**config.mk**
```make
export PLATFORM = sky130hd
export DESIGN_NAME = ex_mem_stage
export DESIGN_NICKNAME = d
export VERILOG_FILES = /design/src/rtl/ex_mem_stage.sv
export SDC_FILE = /design/constraint.sdc
export NUM_CORES = 1
export LEC_CHECK = 0
export BUFFER_PORTS_ARGS = -buffer_cell sky130_fd_sc_hd__buf_2
export CAP_MARGIN = 10
export CELL_PAD_IN_SITES_DETAIL_PLACEMENT = 0
export CELL_PAD_IN_SITES_GLOBAL_PLACEMENT = 1
export CORE_MARGIN = 10
export CORE_UTILIZATION = 35
export CTS_CLUSTER_DIAMETER = 200
export DETAILED_ROUTE_END_ITERATION = 12
export GPL_TIMING_DRIVEN = 0
export PLACE_DENSITY_LB_ADDON = 0.1
export SYNTH_ARGS = -nofsm -noshare
export SYNTH_HDL_FRONTEND = slang
export SYNTH_SLANG_ARGS = --single-unit
```
**constraint.sdc**
```tcl
create_clock -name clk -period 1.05 [get_ports clk]
set_input_delay 0.21 -clock clk [delete_from_list [all_inputs] [get_ports clk]]
set_output_delay 0.21 -clock clk [all_outputs]
set_load 0.1 [all_outputs]
```
**src/rtl/ex_mem_stage.sv**
```systemverilog
// Execute stage (ALU, branch target, destination select) plus the EX/MEM pipeline register.
// Optional operand forwarding from MEM/WB is enabled by defining EX_FORWARDING_EN.
module ex_mem_stage #(
  parameter int XLEN  = 32,
  parameter int RADDR = 5
) (
  input  logic             clk,
  input  logic             reset,
  input  logic             stall,
  input  logic             flush,
  input  logic             wb_RegWrite,
  input  logic             wb_MemToReg,
  input  logic             mem_MemRead,
  input  logic             mem_MemWrite,
  input  logic             ex_RegDst,
  input  logic             ex_AluSrc,
  input  logic             ex_branch,
  input  logic [1:0]       ex_AluOp,
  input  logic [XLEN-1:0]  pc4,
  input  logic [XLEN-1:0]  read_data1,
  input  logic [XLEN-1:0]  read_data2,
  input  logic [15:0]      immediate,
  input  logic [RADDR-1:0] rs,
  input  logic [RADDR-1:0] rt,
  input  logic [RADDR-1:0] rd,
  input  logic [RADDR-1:0] fwd_mem_rd,
  input  logic [RADDR-1:0] fwd_wb_rd,
  input  logic             fwd_mem_we,
  input  logic             fwd_wb_we,
  input  logic [XLEN-1:0]  fwd_mem_data,
  input  logic [XLEN-1:0]  fwd_wb_data,
  output logic             wb_RegWrite_out,
  output logic             wb_MemToReg_out,
  output logic             mem_MemRead_out,
  output logic             mem_MemWrite_out,
  output logic             branch_out,
  output logic             zero_out,
  output logic [XLEN-1:0]  alu_result_out,
  output logic [XLEN-1:0]  branch_target_out,
  output logic [XLEN-1:0]  store_data_out,
  output logic [RADDR-1:0] dest_out,
  output logic             valid_out
);

  logic [XLEN-1:0]  w_immExt;
  logic [XLEN-1:0]  w_opA;
  logic [XLEN-1:0]  w_regB;
  logic [XLEN-1:0]  w_opB;
  logic [XLEN-1:0]  w_aluResult;
  logic [XLEN-1:0]  w_branchTarget;
  logic [RADDR-1:0] w_dest;
  logic [5:0]       w_funct;

  assign w_immExt = {{(XLEN-16){immediate[15]}}, immediate};
  assign w_funct  = immediate[5:0];

`ifdef EX_FORWARDING_EN
  // Register 0 is hardwired to zero, so it is never a forwarding candidate.
  always_comb begin
    w_opA = read_data1;
    if (fwd_mem_we && (fwd_mem_rd == rs) && (rs != '0))
      w_opA = fwd_mem_data;
    else if (fwd_wb_we && (fwd_wb_rd == rs) && (rs != '0))
      w_opA = fwd_wb_data;
  end

  always_comb begin
    w_regB = read_data2;
    if (fwd_mem_we && (fwd_mem_rd == rt) && (rt != '0))
      w_regB = fwd_mem_data;
    else if (fwd_wb_we && (fwd_wb_rd == rt) && (rt != '0))
      w_regB = fwd_wb_data;
  end
`else
  logic w_unusedFwd;
  assign w_unusedFwd = &{1'b0, fwd_mem_rd, fwd_wb_rd, fwd_mem_we, fwd_wb_we,
                         fwd_mem_data, fwd_wb_data, rs};
  assign w_opA  = read_data1;
  assign w_regB = read_data2;
`endif

  assign w_opB          = ex_AluSrc ? w_immExt : w_regB;
  assign w_branchTarget = pc4 + (w_immExt << 2);
  assign w_dest         = ex_RegDst ? rd : rt;

  always_comb begin
    w_aluResult = '0;
    unique case (ex_AluOp)
      2'b00: w_aluResult = w_opA + w_opB;
      2'b01: w_aluResult = w_opA - w_opB;
      2'b11: w_aluResult = w_opA | w_opB;
      2'b10: begin
        case (w_funct)
          6'b100000: w_aluResult = w_opA + w_opB;
          6'b100010: w_aluResult = w_opA - w_opB;
          6'b100100: w_aluResult = w_opA & w_opB;
          6'b100101: w_aluResult = w_opA | w_opB;
          6'b100111: w_aluResult = ~(w_opA | w_opB);
          6'b101010: w_aluResult = {{(XLEN-1){1'b0}},
                                    ($signed(w_opA) < $signed(w_opB))};
          default:   w_aluResult = '0;
        endcase
      end
      default: w_aluResult = '0;
    endcase
  end

  // Flush only kills the side-effecting controls; data fields are left as-is.
  always_ff @(posedge clk or negedge reset) begin
    if (!reset) begin
      wb_RegWrite_out   <= 1'b0;
      wb_MemToReg_out   <= 1'b0;
      mem_MemRead_out   <= 1'b0;
      mem_MemWrite_out  <= 1'b0;
      branch_out        <= 1'b0;
      zero_out          <= 1'b0;
      alu_result_out    <= '0;
      branch_target_out <= '0;
      store_data_out    <= '0;
      dest_out          <= '0;
      valid_out         <= 1'b0;
    end else if (flush) begin
      wb_RegWrite_out   <= 1'b0;
      mem_MemRead_out   <= 1'b0;
      mem_MemWrite_out  <= 1'b0;
      branch_out        <= 1'b0;
      valid_out         <= 1'b0;
    end else if (!stall) begin
      wb_RegWrite_out   <= wb_RegWrite;
      wb_MemToReg_out   <= wb_MemToReg;
      mem_MemRead_out   <= mem_MemRead;
      mem_MemWrite_out  <= mem_MemWrite;
      branch_out        <= ex_branch;
      zero_out          <= (w_aluResult == '0);
      alu_result_out    <= w_aluResult;
      branch_target_out <= w_branchTarget;
      store_data_out    <= w_regB;
      dest_out          <= w_dest;
      valid_out         <= 1'b1;
    end
  end

endmodule

```
==> results of run 1 <==
## metrics by stage
step	hold slack, ns	util	std cells
after detailed placement	0.06484	0.4271	2368
after CTS	0.02103	0.5136	2483
after global routing	0.02685	0.5947	2562
after global placement	0.4070	0.4262	2367
after floorplan	-0.08559	-	1669
final	0.02859	0.5948	2563
## repair_timing
action,CTS,global route
hold buffers,1,0
setup endpoints to repair,208,287
pin swaps,90,122
cloned,2,4
endpoints found under the hold margin,18,0
buffers inserted,105,77
resized for setup,409,670
## area by class of cell
cell class	count	area share
clock buffer	10	0.01130
inverter	140	0.02543
buffer	67	0.03300
sequential	108	0.1341
clock inverter	6	0.003371
timing repair buffer	425	0.2102
tap	461	0.02726
antenna	1	0.0001183
multi-input combinational	1345	0.5553
## critical path: cells and delay by family
| family | cells | cell delay [ns] |
|---|---|---|
| compound gates | 9 | 2.32 |
| buf+inv | 4 | 0.68 |
| simple gates | 2 | 0.26 |
| mux | 1 | 0.22 |
| fa+ha+maj | 1 | 0.18 |
## power breakdown
part | internal [µW] | total (µW) | switching, µW
Clock | 1940 | 3740 | 1810
Combinational | 7880 | 20200 | 12400
Sequential | 5030 | 5910 | 887
Total | 14800 | 29900 | 15000
## logic make-up after synthesis
| logic type | after synthesis | share of synthesized area |
|---|---|---|
| buf+inv | 216 | 0.06469 |
| flops | 108 | 0.2146 |
| compound gates | 543 | 0.2836 |
| fa+ha+maj | 150 | 0.1508 |
| xor+xnor | 63 | 0.04382 |
| simple gates | 544 | 0.2057 |
| mux | 45 | 0.03677 |
## layer usage
metal  routed length [µm]  part of all wire  track usage
met3                 3811             0.061      0.03950
met1                26950              0.43       0.3443
met2                29290              0.47       0.4196
met5                    0                 0            0
met4                 1968             0.032      0.08360
## sequential cells by signal, summed over array words and instances (netlist names)
name	count
alu_result_out	32
branch_out	1
branch_target_out	32
dest_out	5
mem_MemRead_out	1
mem_MemWrite_out	1
store_data_out	32
valid_out	1
wb_MemToReg_out	1
wb_RegWrite_out	1
zero_out	1
## synthesized netlist by cell type (18+ instances only)
cell / instances
o31ai_1: 20
a21o_1: 35
nor3_1: 38
nor2_1: 122
mux2i_1: 35
xor2_1: 21
a211oi_1: 20
clkbuf_1: 66
o22ai_1: 18
o21ai_0: 140
a21oi_1: 125
inv_1: 137
xnor2_1: 42
nor2b_1: 21
nand2_1: 210
nand2b_1: 19
ha_1: 147
nand3_1: 23
dfrtp_1: 108
## how the worst min path moves through the flow
| stage | cells after the start | from | slack [ns] | to |
|---|---|---|---|---|
| floorplan | 0 | reset | -0.09 | alu_result_out[0]$_DFFE_PN0P_ |
| global placement | 3 | pc4[1] | 0.41 | branch_target_out[1]$_DFFE_PN0P_ |
| detailed placement | 1 | reset | 0.06 | store_data_out[26]$_DFFE_PN0P_ |
| CTS | 3 | pc4[1] | 0.02 | branch_target_out[1]$_DFFE_PN0P_ |
| global route | 2 | flush | 0.03 | mem_MemRead_out$_DFFE_PN0P_ |
| finish | 2 | flush | 0.03 | valid_out$_DFFE_PN0P_ |
==> results.cfg, run 1 <==
[die]
fp.coreArea_um2 = 35570
die_h_um = 209.7
die-area_um2 = 43960
fp-row-count = 69
start_util = 0.3540
io_pins = 324
die_w_um = 209.7

[clock_network]
cts_root_buffer = clkbuf_16
cts.htree.levels = 3
cts_tree = built
clk_pin_slew_ns = 0.08
clk-insertion-delay-late_ns = 0.37
cts.sinks = 108
numCtsBuffers = 9
cts_buffer_depth = 2

[sta]
period_minus_slack_ns = 3.597
hold_violations = 0
layout_setup_ws_ns = -2.547
fin_crit_sh = 3.426
tightest_slew_ns = 0.8259
drv_slew = 0
fmax_ghz = 0.2780
finalSetupTns_ns = -100.40
grt_setup_unrepaired = yes
max_slew_margin = 0.4494
setup_viol = 168
fin_skew_ns = 0

[job]
maxCapViolations = 0

[setup_path]
cp.arrival_ns = 3.88
required_ns = 1.33
rrSetupSlack_ns = 0.15
rr_startpoint = alu_result_out[19]$_DFFE_PN0P_
critPathCaptureType = flip-flop
endpoint = zero_out$_DFFE_PN0P_
max_stage_delay_ns = 0.36
startpoint = ex_AluSrc
cp_max_fo = 6
worst_path_max_delay_cell = a2111oi_2
path_class = input port to flip-flop
r2r-end = alu_result_out[19]$_DFFE_PN0P_
crit_path_start_kind = input port
reg2reg_depth = 2
path_cells = clkbuf_16, clkbuf_16, mux2i_4, buf_4, ha_4, nor2b_1, o21a_2, o311a_4, o311ai_2, buf_4, a311o_1, nand2_2, a31oi_2, o211ai_1, a2111oi_2, o21ai_2, o41ai_2

[yosys]
synth_top_cell_area_share = 0.2146
avgSynthCellArea_um2 = 7.545
async_flop_share = 1.000
yosys-top-cells-area = dfrtp_1 21%, ha_1 15%, nand2_1 6.3%, o21ai_0 5.6%, a21oi_1 5.0%
synthFlopType = dfrtp_1
synth_warnings = 0
synth-edff-count = 0
syn-cell-area_um2 = 12590
postSynthNetCount = 2035
yosysSeqAreaShare = 0.2146
ys_types = 86
synth_seq_cells = 108
netlist_instances = 1669
synth_area_leader_cell = dfrtp_1

[detailed_routing]
via_per_inst = 5.723
drc = 0
dr.pass1.iters = 6
wirelength_um = 62030
vias = 14668
drt_iter0_drc = 1210
drtAntennaViolNets = 0
wire_per_inst_um = 24.20

[global_route]
grt_overflow = 0
first_global_vias = 14198
grt_pass1_wl_um = 88400
antenna_found_initial = 0
grt_max_degree = 91
grt_usage = 0.2587

[final_layout]
multi_input_area_um2 = 11750
drive_above_1_share = 0.4674
fillers = 3141
final_cell_mix = 201 x nand2_1, 157 x buf_4, 127 x inv_1
syn_to_final_growth_pct = 68.01
final_common_cell = nand2_1
regArea_um2 = 2836
fin_nets = 2462
design_area_um2 = 21160

[min_path]
hp-class = input port to flip-flop

[place]
hpwl_um = 46910
place_congestion = 0.9283
io_buffers = 237
pre_cts_ws_ns = -3.916
place_area_um2 = 15190

[run_status]
outcome = complete, but fails checks
violations = setup timing

[power]
vdd_drop_max_mv = 1.636
p_leak_uw = 0.009198
powerDensity_nw_per_um2 = 1413
finalPower_uw = 29900
Note: power is estimated with default switching activity, not from simulation.
==> inputs of run 2 (changes only) <==
--- a/config.mk
+++ b/config.mk
@@ -15,6 +15,7 @@
 export DETAILED_ROUTE_END_ITERATION = 12
 export GPL_TIMING_DRIVEN = 0
 export PLACE_DENSITY_LB_ADDON = 0.1
+export RECOVER_POWER = 100
 export SYNTH_ARGS = -nofsm -noshare
 export SYNTH_HDL_FRONTEND = slang
 export SYNTH_SLANG_ARGS = --single-unit
==> run 2 against run 1 <==
Compared with the run above:
- the flow still finishes with violations (setup timing)
- worst hold slack got worse by 0.0010 ns
- global-route usage did not move
- count of clock-buffer cells in the layout is the same
- clock power hardly changed
- clock skew is the same
- final cell count barely moved
- first-iteration DRC count decreased by 0.83%
- wire length fell by 0.13%
- utilization barely moved
- critical endpoint unchanged
- largest power group unchanged
==> results.cfg, run 2 (synthesized netlist as in run 1, its figures left out) <==
[run_status]
outcome = complete, but fails checks
violations = setup timing

[power]
power.switching_uw = 15030
powerDensity_nw_per_um2 = 1413
sequentialPowerShare = 0.198
finalPower_uw = 29870
p_sw_frac = 0.5032
p_int_uw = 14840
vdd_drop_max_mv = 1.636
clock_power_share = 0.125
p_leak_uw = 0.009192
comb_power_share = 0.677

[global_route]
grt_usage = 0.2587
grt_util_met1 = 0.3443
grt.busiest_layer = met2
grt_pass1_wl_um = 88400
met2_usage = 0.4196
first_global_vias = 14198
use_met3 = 0.03950
antenna_found_initial = 0
grt_max_degree = 91
grt_overflow = 0

[die]
io_pins = 324
start_util = 0.3540
die-area_um2 = 43960
die_h_um = 209.7
fp-row-count = 69
die_w_um = 209.7
fp.coreArea_um2 = 35570

[sta]
finalSetupTns_ns = -109.84
setup_viol = 299
tightest_slew_ns = 0.8198
hold_violations = 0
whs_ns = 0.02757
grt_setup_unrepaired = yes
fmax_ghz = 0.2770
fin_crit_sh = 3.438
layout_setup_ws_ns = -2.560
fin_skew_ns = 0
drv_slew = 0
period_minus_slack_ns = 3.610
max_slew_margin = 0.4535

[job]
maxCapViolations = 0

[detailed_routing]
drtAntennaViolNets = 0
via_per_inst = 5.714
wire_per_inst_um = 24.18
drc = 0
dr.pass1.iters = 5
drt_iter0_drc = 1200
vias = 14639
wirelength_um = 61940

[final_layout]
largestRegisters = alu_result_out (32), branch_target_out (32), store_data_out (32)
syn_to_final_growth_pct = 67.88
layout.cells.non_filler = 2562
final_common_cell = nand2_1
drive_above_1_share = 0.4669
multi_input_area_um2 = 11750
final_cell_mix = 201 x nand2_1, 157 x buf_4, 127 x inv_1
fillers = 3145
fin_nets = 2462
regArea_um2 = 2836
num_antenna_cells = 0
final_util = 0.5943

[setup_path]
cp.arrival_ns = 3.89
path_class = input port to flip-flop
cp_max_fo = 6
critPathCaptureType = flip-flop
crit_path_start_kind = input port
required_ns = 1.33

[clock_network]
cts.htree.levels = 3
cts_root_buffer = clkbuf_16
cts.sinks = 108
cts_buffer_depth = 2
cts_tree = built
clk_pin_slew_ns = 0.08
clk-insertion-delay-late_ns = 0.37
numCtsBuffers = 9

[min_path]
hp-class = input port to flip-flop

[place]
dp_cells = 2368
io_buffers = 237
hpwl_um = 46910
place_congestion = 0.9283
run 2: changes by cell type in the layout (fill, tap and decap cells not counted), sizes merged:
cell	before	now
buf	437	435
clkbuf	64	66
diode	1	0
run 2: timing repair:
item,in CTS,in global routing
buffers inserted,105,77
hold buffers,1,0
setup endpoints to repair,208,287
endpoints found under the hold margin,18,0
resized for setup,409,670
pin swaps,90,122
cloned,2,4
run 2: cell type report:
cell class | count | share of cell area
multi-input cells | 1345 | 0.5556
repair buffers | 425 | 0.2098
flip-flops and latches | 108 | 0.1342
plain buffers | 67 | 0.03303
well taps | 461 | 0.02729
inverters | 140 | 0.02545
clock buffers | 10 | 0.01131
clock inverters | 6 | 0.003374
run 2: stage by stage:
step | area, µm² | worst slack, ns
finish | 21140 | -2.560
global route | 21140 | -2.616
CTS | 18270 | -2.523
detailed placement | 15190 | -3.916
global placement | 15160 | -3.889
floorplan | 13400 | -2.655
run 2: final timing paths:
kind                                           startpoint                                end  slack, ns  cells after the start
max in group asynchronous                           reset  branch_target_out[27]$_DFFE_PN0P_      -0.11                      3
min reg2reg                 store_data_out[3]$_DFFE_PN0P_      store_data_out[3]$_DFFE_PN0P_       0.49                      2
min                                                pc4[1]   branch_target_out[1]$_DFFE_PN0P_       0.03                      3
max reg2reg                alu_result_out[19]$_DFFE_PN0P_     alu_result_out[19]$_DFFE_PN0P_       0.15                      2
min in group asynchronous                           reset     store_data_out[26]$_DFFE_PN0P_       0.38                      2
max                                             ex_AluSrc               zero_out$_DFFE_PN0P_      -2.56                     17
run 2: metal layers:
layer / up-vias / routed length (µm)
met2: 578 / 29390
met5: - / 0
met1: 7109 / 26670
met3: 102 / 3999
met4: 0 / 1882
li1: 6850 / -
run 2: power groups by stage:
stage	Combinational (µW)	Clock, µW	Sequential [µW]
after global placement	14200	0	5510
after global routing	21100	3930	5980
final	20200	3740	5910
after CTS	16700	3790	5520
after floorplan	5420	0	10900
after detailed placement	14300	0	5540
run 2: critical path: stages:
cell and delay, ns:
clkbuf_16 0.15, clkbuf_16 0.17, mux2i_4 0.22, buf_4 0.17
ha_4 0.18, nor2b_1 0.14, o21a_2 0.25, o311a_4 0.35
o311ai_2 0.30, buf_4 0.19, a311o_1 0.25, nand2_2 0.12
a31oi_2 0.22, o211ai_1 0.14, a2111oi_2 0.37, o21ai_2 0.12
o41ai_2 0.32
